--- src/rtl/uncached_axi_port.sv ---
// Uncached sram-like to single-beat AXI bridge, one transaction outstanding at a time.
// Optional feature: define UNCACHED_WBUF_EN for posted stores through a 1-entry write buffer.
module uncached_axi_port #(
  parameter logic [3:0] AXI_ID = 4'd2
) (
  input  logic        aclk,
  input  logic        aresetn,
  input  logic        data_req,
  input  logic        data_wr,
  input  logic [1:0]  data_size,
  input  logic [31:0] data_addr,
  input  logic [31:0] data_wdata,
  output logic [31:0] data_rdata,
  output logic        data_addr_ok,
  output logic        data_data_ok,
  output logic [3:0]  arid,
  output logic [31:0] araddr,
  output logic [7:0]  arlen,
  output logic [2:0]  arsize,
  output logic        arvalid,
  input  logic        arready,
  input  logic [31:0] rdata,
  input  logic        rlast,
  input  logic        rvalid,
  output logic        rready,
  output logic [3:0]  awid,
  output logic [31:0] awaddr,
  output logic [7:0]  awlen,
  output logic [2:0]  awsize,
  output logic        awvalid,
  input  logic        awready,
  output logic [31:0] wdata,
  output logic [3:0]  wstrb,
  output logic        wlast,
  output logic        wvalid,
  input  logic        wready,
  input  logic        bvalid,
  output logic        bready
);

  typedef enum logic [2:0] {IDLE, RD_ADDR, RD_DATA, WR_REQ, WR_RESP} state_t;

  state_t      state, state_next;
  logic [31:0] addr_q;
  logic [31:0] wdata_q;
  logic [1:0]  size_q;
  logic        aw_done, w_done;
  logic        done_evt;
  logic        unused_rlast;

  // Every transfer is a single beat, so rlast carries no information.
  assign unused_rlast = rlast;

  assign arid   = AXI_ID;
  assign awid   = AXI_ID;
  assign arlen  = 8'd0;
  assign awlen  = 8'd0;
  assign wlast  = 1'b1;
  assign araddr = addr_q;
  assign awaddr = addr_q;
  assign arsize = {1'b0, size_q};
  assign awsize = {1'b0, size_q};
  assign wdata  = wdata_q;

  always_comb begin
    wstrb = 4'b1111;
    case (size_q)
      2'd0:    wstrb = 4'b0001 << addr_q[1:0];
      2'd1:    wstrb = 4'b0011 << {addr_q[1], 1'b0};
      default: wstrb = 4'b1111;
    endcase
  end

  always_ff @(posedge aclk) begin
    if (!aresetn) state <= IDLE;
    else          state <= state_next;
  end

  always_comb begin
    state_next   = state;
    data_addr_ok = 1'b0;
    arvalid      = 1'b0;
    rready       = 1'b0;
    awvalid      = 1'b0;
    wvalid       = 1'b0;
    bready       = 1'b0;
    case (state)
      IDLE: begin
        // The completion cycle is kept free of a new accept.
        data_addr_ok = data_req && !data_data_ok;
        if (data_addr_ok) state_next = data_wr ? WR_REQ : RD_ADDR;
      end
      RD_ADDR: begin
        arvalid = 1'b1;
        if (arready) state_next = RD_DATA;
      end
      RD_DATA: begin
        rready = 1'b1;
        if (rvalid) state_next = IDLE;
      end
      WR_REQ: begin
        awvalid = !aw_done;
        wvalid  = !w_done;
        if ((aw_done || awready) && (w_done || wready)) state_next = WR_RESP;
      end
      WR_RESP: begin
        bready = 1'b1;
        if (bvalid) state_next = IDLE;
      end
      default: state_next = IDLE;
    endcase
  end

`ifdef UNCACHED_WBUF_EN
  assign done_evt = (state == RD_DATA && rvalid) || (data_addr_ok && data_wr);
`else
  assign done_evt = (state == RD_DATA && rvalid) || (state == WR_RESP && bvalid);
`endif

  always_ff @(posedge aclk) begin
    if (!aresetn) begin
      addr_q       <= 32'd0;
      wdata_q      <= 32'd0;
      size_q       <= 2'd0;
      aw_done      <= 1'b0;
      w_done       <= 1'b0;
      data_rdata   <= 32'd0;
      data_data_ok <= 1'b0;
    end else begin
      if (data_addr_ok) begin
        addr_q  <= data_addr;
        size_q  <= data_size;
        wdata_q <= data_wdata;
      end
      // Done flags let AW and W complete independently and in either order.
      if (state == WR_REQ && state_next == WR_REQ) begin
        aw_done <= aw_done || (awvalid && awready);
        w_done  <= w_done || (wvalid && wready);
      end else begin
        aw_done <= 1'b0;
        w_done  <= 1'b0;
      end
      if (state == RD_DATA && rvalid) data_rdata <= rdata;
      data_data_ok <= done_evt;
    end
  end

endmodule

--- config.mk ---
export PLATFORM = sky130hd
export DESIGN_NAME = uncached_axi_port
export DESIGN_NICKNAME = d
export VERILOG_FILES = /design/src/rtl/uncached_axi_port.sv
export SDC_FILE = /design/constraint.sdc
export NUM_CORES = 1
export LEC_CHECK = 0
export BUFFER_PORTS_ARGS = -buffer_cell sky130_fd_sc_hd__buf_2
export CAP_MARGIN = 20
export CORE_AREA = 2 2 109 111
export DETAILED_ROUTE_END_ITERATION = 8
export DIE_AREA = 0 0 111 113
export PLACE_DENSITY = 0.77
export SLEW_MARGIN = 0
export SYNTH_ARGS = -nofsm -noshare
export SYNTH_HDL_FRONTEND = slang
export SYNTH_SLANG_ARGS = --single-unit
export TNS_END_PERCENT = 1
--- constraint.sdc ---
create_clock -name aclk -period 1.95 [get_ports aclk]
set_input_delay 0.0975 -clock aclk [delete_from_list [all_inputs] [get_ports aclk]]
set_output_delay 0.0975 -clock aclk [all_outputs]
set_load 0.005 [all_outputs]
Yosys cells after proc, flatten, opt, wreduce, memory -nomap -nowiden
Cells that the tools add are included.

Bits in registers: 104. Input bits: 108. Output and inout bits: 170. Logic and storage cells: 48.

Eq/ne operators: 6. Shift operators: 2. Multiplexer cells: 14. Reduce and logical (&&, ||, !) cells: 18.

Operator list (count): 3-bit two-way mux (5); 3-bit case mux with 5 select lines (1); 3-bit by 2-bit == test with 1-bit output, second input constant (3); 4-bit case mux with 2 select lines (1); 1-bit logical AND (7); 1-bit two-way mux (6); 1-bit logical OR (5); 1-bit by 2-bit << shifter with 4-bit output, first input constant (1); 2-bit by 2-bit << shifter with 4-bit output, first input constant (1); 3-bit by 1-bit == test with 1-bit output, second input constant (1); 3-bit == test, second input constant (1); 1-bit zero test (3); 3-bit zero test (1); 2-bit by 1-bit == test with 1-bit output, second input constant (1); 2-bit zero test (1); 2-bit two-way mux (1); 2-bit AND reduction (1).

Longest topological paths before layout
Gate-level depths: netlist of run 1.

Depth in word-level cells: 7. Depth in mapped cells: 6. Depth with buffers taken out: 3.

Worst setup path before layout of run 1
OpenSTA, ideal clock, no wires.

Path kind: reg-to-reg. Start: register state[2]. End: register wdata_q[19], in the netlist wdata[19]. Setup time: 132 ps. Arrival time: 1395 ps. Data required time: 1818 ps. Path slack: 423 ps. Cell stages (with the launch flop): 7. Buffers on the path: 3. Clock period less this slack: 1527 ps. Cells stage by stage: dfxtp_1 buf_6 or4b_4 buf_6 buf_6 o21ai_1 a21oi_1.

Cells in the longest elaborated chain, start to end: 2.

RTL lines: start: declaration (line 43) `state_t state, state_next;`; start signal: assignment (line 76) `else state <= state_next;`; 3-bit zero test (line 87) `case (state)`; 1-bit two-way mux (line 87); end signal: assignment (line 133) `wdata_q <= data_wdata;`; end: declaration (line 45) `logic [31:0] wdata_q;`.

No other way between the ends. A chain may end at the register's enable or synchronous reset.

Worst setup path in the final report of run 1
Start: register state[2]. End: register wdata_q[7], in the netlist wdata[7].

The elaborated chain is that of the path after synthesis.

==> results.ini, run 1 <==
[outcome]
status = completed

[floorplanning]
rows = 39
start_util_pct = 39.6
coreArea_um2 = 11300
die_area_um2 = 12500
die_w_um = 111
die_h_um = 113
io_pins = 278

[worst_hold_path]
hp-class = input port to flip-flop

[drt]
dr_total_vias = 4934
wire_per_inst_um = 14.9
viasPerCell = 5.04
route.detailed.drc = 0
ant_nets = 0
finalWirelength_mm = 14.6
drt-pass1-iter-count = 7
first_iter_violations = 520

[power]
power.switching_mw = 1.42
p_seq_share_pct = 45.9
power.leakage_nw = 3.11
switching_share_pct = 27.8
power_density_nw_per_um2 = 773
ir_worst_vdd_v = 0.000608
p_int_mw = 3.70
combPwrFrac_pct = 20.1
clkPwrFrac_pct = 34.0

[clocking]
cts_root_buf = clkbuf_16
path_clk_slew_ns = 0.08
cts_resized = 0
numCtsBuffers = 9
clkSinkCount = 104
cts_buffer_depth = 2
clk_latency_ns = 0.35
cts_tree = yes
htreeDepth = 3

[placed_design]
placed_area_um2 = 5410
hpwl_mm = 8.16
port_buffers = 249
gp_congestion = 0.762

[global_routing]
grt_use_met1_pct = 25.8
grt_start_max_net_pins = 100
gr-usage-all-layers_pct = 22.0
grt_busiest_layer = met2
grt_pass1_vias = 4610
use_met2_pct = 37.5
overflow = 0
grt_pass1_wl_mm = 22.7
antenna_found_initial = 0
grtUsageMet3_pct = 6.48

[synth]
synth_compound_area_share_pct = 20.2
synth-seq-cells = 104
ys_seq_area_share_pct = 46.6
synthAdderAreaFrac_pct = 0
synth.avg_cell_area_um2 = 8.08
yosys.area_share.simple_pct = 16.6
yosys.area_share.xor_xnor_pct = 0
synth_cell_types = 32
yosysWarnings = 0
synth_top_family_by_area = compound AO/OA/AOI/OAI gates
syn-instance-count = 553
syn_area_um2 = 4470
muxShareOfSynthArea_pct = 0

[timing]
fmax_mhz = 553
timing.slew.headroom_pct = 51.1
maxSlewViolCount = 0
period_needed_ns = 1.81
setup_viol = 0
rsz0062_at_grt = false
worstMarginPinSlew_ns = 0.734
final.setup.tns_ns = 0
fin_crit_sh_pct = 92.7
fin_skew_ns = 0.00742
finalHoldViolCount = 0

[worst_setup_path]
crit_fanout = 66
rrSetupSlack_ns = 0.14
setup.worst_path.class = flip-flop to flip-flop
cp_data_arrival_time_ns = 2.03
end_kind = flip-flop
cp-start-kind = flip-flop
critPathRequiredTime_ns = 2.17

[final_layout]
drive_gt1_share_pct = 34.3
fillers = 934
multi_input_area_um2 = 1760
nets = 938
syn_to_final_growth_pct = 48.2
postLayoutCellArea_um2 = 6630
register_area_um2 = 2080

[job]
maxCapViolations = 0

-- placed cells by master (no fill, tap or decap), types with 27 or more instances in the layout --
master / netlist / final
buf_2: 12 / 249
dfxtp_1: 104 / 103
a21oi_1: 100 / 100
dlygate4sd3_1: 0 / 88
nand3_1: 67 / 67
nand2_1: 66 / 66
o21ai_1: 39 / 39
o21ai_0: 28 / 28
conb_1: 2 / 27
-- metrics by stage --
| stage | hold WS (ns) | instances | utilization [%] | power [mW] | setup slack, ns |
|---|---|---|---|---|---|
| after floorplan | 0.233 | 578 | - | 2.96 | 0.423 |
| after global placement | 0.338 | 871 | 48.0 | 3.23 | 0.299 |
| after detailed placement | 0.342 | 871 | 48.0 | 3.24 | 0.260 |
| after CTS | 0.0000278 | 975 | 58.4 | 5.13 | 0.0312 |
| after global routing | 0.00338 | 978 | 58.8 | 5.37 | 0.00690 |
| final | 0.0127 | 979 | 58.8 | 5.12 | 0.142 |
-- worst max-delay path, stage by stage, from the launching register on --
cell     delay (ns)
dfxtp_1        0.31
or4b_4         0.84
o21ai_0        0.35
a21oi_1        0.12
-- cell families (layout without fill, tap and decap cells) --
family,count (synthesis),in the layout
AO/OA/AOI/OAI,176,176
buffers and inverters,116,373
other,2,28
flip-flops,104,104
AND/OR/NAND/NOR,155,155
-- synth_stat cells (all sizes together) --
| master | instances | area [um2] |
|---|---|---|
| a31oi | 1 | 6.26 |
| o21bai | 2 | 15.0 |
| o2111ai | 1 | 8.76 |
| a21o | 2 | 15.0 |
| nand3 | 67 | 335 |
| nand3b | 1 | 7.51 |
| nand2 | 66 | 248 |
| conb | 2 | 7.51 |
| inv | 6 | 22.5 |
| nor4b | 1 | 23.8 |
| nand4bb | 1 | 11.3 |
| nor3b | 2 | 15.0 |
| or4b | 1 | 13.8 |
| nor3 | 3 | 15.0 |
| o22ai | 2 | 12.5 |
| buf | 84 | 616 |
| nor4bb | 1 | 10.0 |
| clkbuf | 26 | 97.6 |
| and3 | 1 | 6.26 |
| nor2b | 1 | 6.26 |
| nand2b | 3 | 18.8 |
| a21oi | 100 | 500 |
| and3b | 1 | 8.76 |
| o21ai | 68 | 344 |
| dfxtp | 104 | 2080 |
| nor2 | 6 | 22.5 |
-- power groups by stage --
stage          clock network (mW)  logic, mW  registers (mW)
6_report                     1.74       1.03            2.35
5_1_grt                      1.88       1.13            2.37
4_1_cts                      1.79      0.987            2.35
3_5_place_dp                    0      0.849            2.39
3_3_place_gp                    0      0.842            2.39
2_1_floorplan                   0      0.554            2.40
-- flip-flops by register name, summed over array words and instances, names as in the netlist --
register      flops
wdata            32
data_data_ok      1
w_done            1
aw_done           1
size_q            2
state             3
araddr           32
data_rdata       32
-- layer usage --
layer	wire [um]	vias up
li1	-	2350
met1	5880	2271
met2	6960	278
met3	1300	35
met4	431	0
met5	0	-
-- repair_timing --
| action | 4_1_cts | 5_1_grt |
|---|---|---|
| hold endpoints to repair | 88 | 0 |
| setup buffers | 0 | 2 |
| endpoints found under the setup margin | 0 | 1 |
| hold buffers | 88 | 0 |
-- layout make-up --
class | instances | area share (%)
Clock inverter | 6 | 0.774
Inverter | 6 | 0.340
Sequential cell | 104 | 31.4
Multi-Input combinational cell | 358 | 26.6
Antenna cell | 1 | 0.0378
Timing Repair Buffer | 351 | 34.5
Tap cell | 143 | 2.70
Clock buffer | 10 | 3.61
-- worst paths after layout --
kind	start	to	cells after the start
worst min register to register	data_rdata[0]$_SDFFE_PN0P_	data_rdata[0]$_SDFFE_PN0P_	2
worst min-delay path	data_addr[18]	araddr[18]$_SDFFE_PN0P_	3
worst max register to register	state[2]$_SDFF_PN0_	wdata[7]$_SDFFE_PN0P_	3
worst max-delay path	state[2]$_SDFF_PN0_	wdata[7]$_SDFFE_PN0P_	3
Note: power is estimated with default switching activity, not from simulation.
==> run 2, diff against run 1 <==
--- a/config.mk
+++ b/config.mk
@@ -7,10 +7,10 @@
 export LEC_CHECK = 0
 export BUFFER_PORTS_ARGS = -buffer_cell sky130_fd_sc_hd__buf_2
 export CAP_MARGIN = 20
-export CORE_AREA = 2 2 109 111
+export CORE_AREA = 2 2 108 110
 export DETAILED_ROUTE_END_ITERATION = 8
-export DIE_AREA = 0 0 111 113
-export PLACE_DENSITY = 0.77
+export DIE_AREA = 0 0 110 112
+export PLACE_DENSITY = 0.78
 export SLEW_MARGIN = 0
 export SYNTH_ARGS = -nofsm -noshare
 export SYNTH_HDL_FRONTEND = slang
==> constraint.sdc (replaced) <==
create_clock -name aclk -period 2.25 [get_ports aclk]
set_input_delay 0.1125 -clock aclk [delete_from_list [all_inputs] [get_ports aclk]]
set_output_delay 0.1125 -clock aclk [all_outputs]
set_load 0.005 [all_outputs]
==> run 2 against run 1 <==
Against the previous run: cell count fell by 8.2%; register-to-register slack improved by 0.25 ns; clock-buffer cell count did not move; critical path depth rose by 3; design area fell by 13%; die area fell by 1.8%; sequential cell count did not move; utilization fell by 6.9 points; power fell by 18%; clock power fell by 17%; worst setup slack improved by 0.22 ns; critical endpoint is now data_addr_ok; highest routed layer unchanged.
==> results.ini, run 2 (same netlist as run 1, synthesis figures left out) <==
[power]
clkPwrFrac_pct = 34.2  ; +0.2 points
power.leakage_nw = 2.76  ; -11%
power.switching_mw = 1.15  ; -19%
combPwrFrac_pct = 17.4  ; -2.7 points
p_seq_share_pct = 48.4  ; +2.5 points
ir_worst_vdd_v = 0.000457  ; -25%
switching_share_pct = 27.3  ; -0.49 points
power_density_nw_per_um2 = 725  ; -6.2%
p_int_mw = 3.05  ; -17%

[global_routing]
antenna_found_initial = 0  ; unchanged
grt_pass1_vias = 3937  ; -15%
overflow = 0  ; unchanged
gr-usage-all-layers_pct = 18.7  ; -3.3 points
grt_start_max_net_pins = 69  ; -31%
grt_pass1_wl_mm = 18.6  ; -18%

[timing]
maxSlewViolCount = 0  ; unchanged
fin_crit_sh_pct = 84.0
setup_slack_ns = 0.360  ; +0.219 ns
rsz0062_at_grt = false
finalHoldViolCount = 0  ; unchanged
final.setup.tns_ns = 0  ; unchanged
timing.slew.headroom_pct = 52.8  ; +1.7 points
hold_slack_ns = 0.0154  ; +0.00263 ns
period_needed_ns = 1.89
setup_viol = 0  ; unchanged
worstMarginPinSlew_ns = 0.708  ; -0.0253 ns
fmax_mhz = 529
fin_skew_ns = 0.00884  ; +0.00142 ns

[final_layout]
final_cell_mix = 249 x buf_2, 103 x dfxtp_1, 100 x a21oi_1
drive_gt1_share_pct = 37.0  ; +2.8 points
final_common_cell = buf_2
nets = 859  ; -8.4%
insertedDiodeCount = 0  ; -1
syn_to_final_growth_pct = 29.7
postLayoutCellArea_um2 = 5800  ; -13%

[worst_setup_path]
cp-start-kind = flip-flop
cp_data_arrival_time_ns = 1.78  ; -0.25 ns
crit_fanout = 68  ; +3.0%
end_kind = primary output
crit_chain = buf_4, nor4b_4, buf_12, nand2_1, inv_1, buf_2
critPathRequiredTime_ns = 2.14  ; -0.03 ns
cpPeakStageDelay_ns = 0.33  ; -0.51 ns
setup.worst_path.class = flip-flop to primary output
crit_slowest_cell = buf_12

[floorplanning]
io_pins = 278  ; unchanged
coreArea_um2 = 11200  ; -0.87%
die_w_um = 110  ; -0.90%
rows = 39  ; unchanged
die_h_um = 112  ; -0.88%
die_area_um2 = 12300  ; -1.8%
start_util_pct = 40.0  ; +0.35 points

[clocking]
clk_latency_ns = 0.33  ; -0.02 ns
numCtsBuffers = 9  ; unchanged
clkSinkCount = 104  ; unchanged
cts_resized = 0  ; unchanged
htreeDepth = 3  ; unchanged
path_clk_slew_ns = 0.07  ; about the same
cts_buffer_depth = 2  ; unchanged
cts_setup_buffers = 0  ; unchanged
cts_root_buf = clkbuf_16
cts_tree = yes

[drt]
ant_nets = 0  ; unchanged
drt-pass1-iter-count = 4  ; -3
first_iter_violations = 345  ; -34%
route.detailed.drc = 0  ; unchanged
dr_total_vias = 4356  ; -12%
finalWirelength_mm = 12.1  ; -17%
wire_per_inst_um = 13.5  ; -9.6%
viasPerCell = 4.85  ; -3.9%

[placed_design]
gp_congestion = 0.773  ; +1.5%
hpwl_mm = 8.17  ; about the same
pre_cts_slack_ns = 0.392  ; +0.132 ns
port_buffers = 249  ; unchanged
placed_area_um2 = 5380  ; -0.51%

[job]
maxCapViolations = 0  ; unchanged

[outcome]
status = completed

[worst_hold_path]
hp-class = input port to flip-flop

run 2: cell count changes in the layout (fill, tap and decap cells not counted), sizes merged:
cell         change
buf              -4
clkbuf           -1
clkinv           +1
diode            -1
dlygate4sd3     -74
inv              -1
run 2: final cells by class:
type / count / area, um2
Fill cell: 1062 / 5380
Sequential cell: 104 / 2080
Multi-Input combinational cell: 358 / 1760
Timing Repair Buffer: 272 / 1480
Clock buffer: 10 / 229
Tap cell: 143 / 179
Clock inverter: 6 / 43.8
Inverter: 6 / 22.5
run 2: per-stage QoR:
step	util (%)	cells	total power, mW
after global routing	51.9	899	4.43
after CTS	51.9	899	4.26
final	51.9	899	4.20
after global placement	48.2	869	2.78
after detailed placement	48.2	869	2.79
after floorplan	-	578	2.56
run 2: power groups by stage:
stage / logic (mW) / registers [mW] / clock network [mW]
2_1_floorplan: 0.481 / 2.08 / 0
3_3_place_gp: 0.708 / 2.07 / 0
3_5_place_dp: 0.716 / 2.08 / 0
4_1_cts: 0.735 / 2.04 / 1.49
5_1_grt: 0.819 / 2.05 / 1.56
6_report: 0.729 / 2.03 / 1.44
run 2: worst paths after layout:
| kind | start | endpoint | slack [ns] | cells past startpoint |
|---|---|---|---|---|
| worst max-delay path | state[0]$_SDFF_PN0_ | data_addr_ok | 0.36 | 6 |
| worst min-delay path | rdata[27] | data_rdata[27]$_SDFFE_PN0P_ | 0.02 | 3 |
| worst max register to register | state[2]$_SDFF_PN0_ | wdata[31]$_SDFFE_PN0P_ | 0.39 | 3 |
| worst min register to register | data_rdata[14]$_SDFFE_PN0P_ | data_rdata[14]$_SDFFE_PN0P_ | 0.45 | 2 |
run 2: what timing repair did:
action / 4_1_cts / 5_1_grt
endpoints found under the hold margin: 14 / 0
hold buffers: 14 / 0
setup endpoints to repair: 0 / 0
run 2: worst max-delay path: cells and delay by family (launching register included):
kind	cells	cell delay, ns
buffers and inverters	4	0.69
and+or+nand+nor	2	0.44
DFF	1	0.32
run 2: metal layers:
layer,GRT usage (%),part of all wire [%]
met1,22.0,40
met2,31.7,49
met3,5.27,8.7
met4,7.43,1.7
met5,0,0
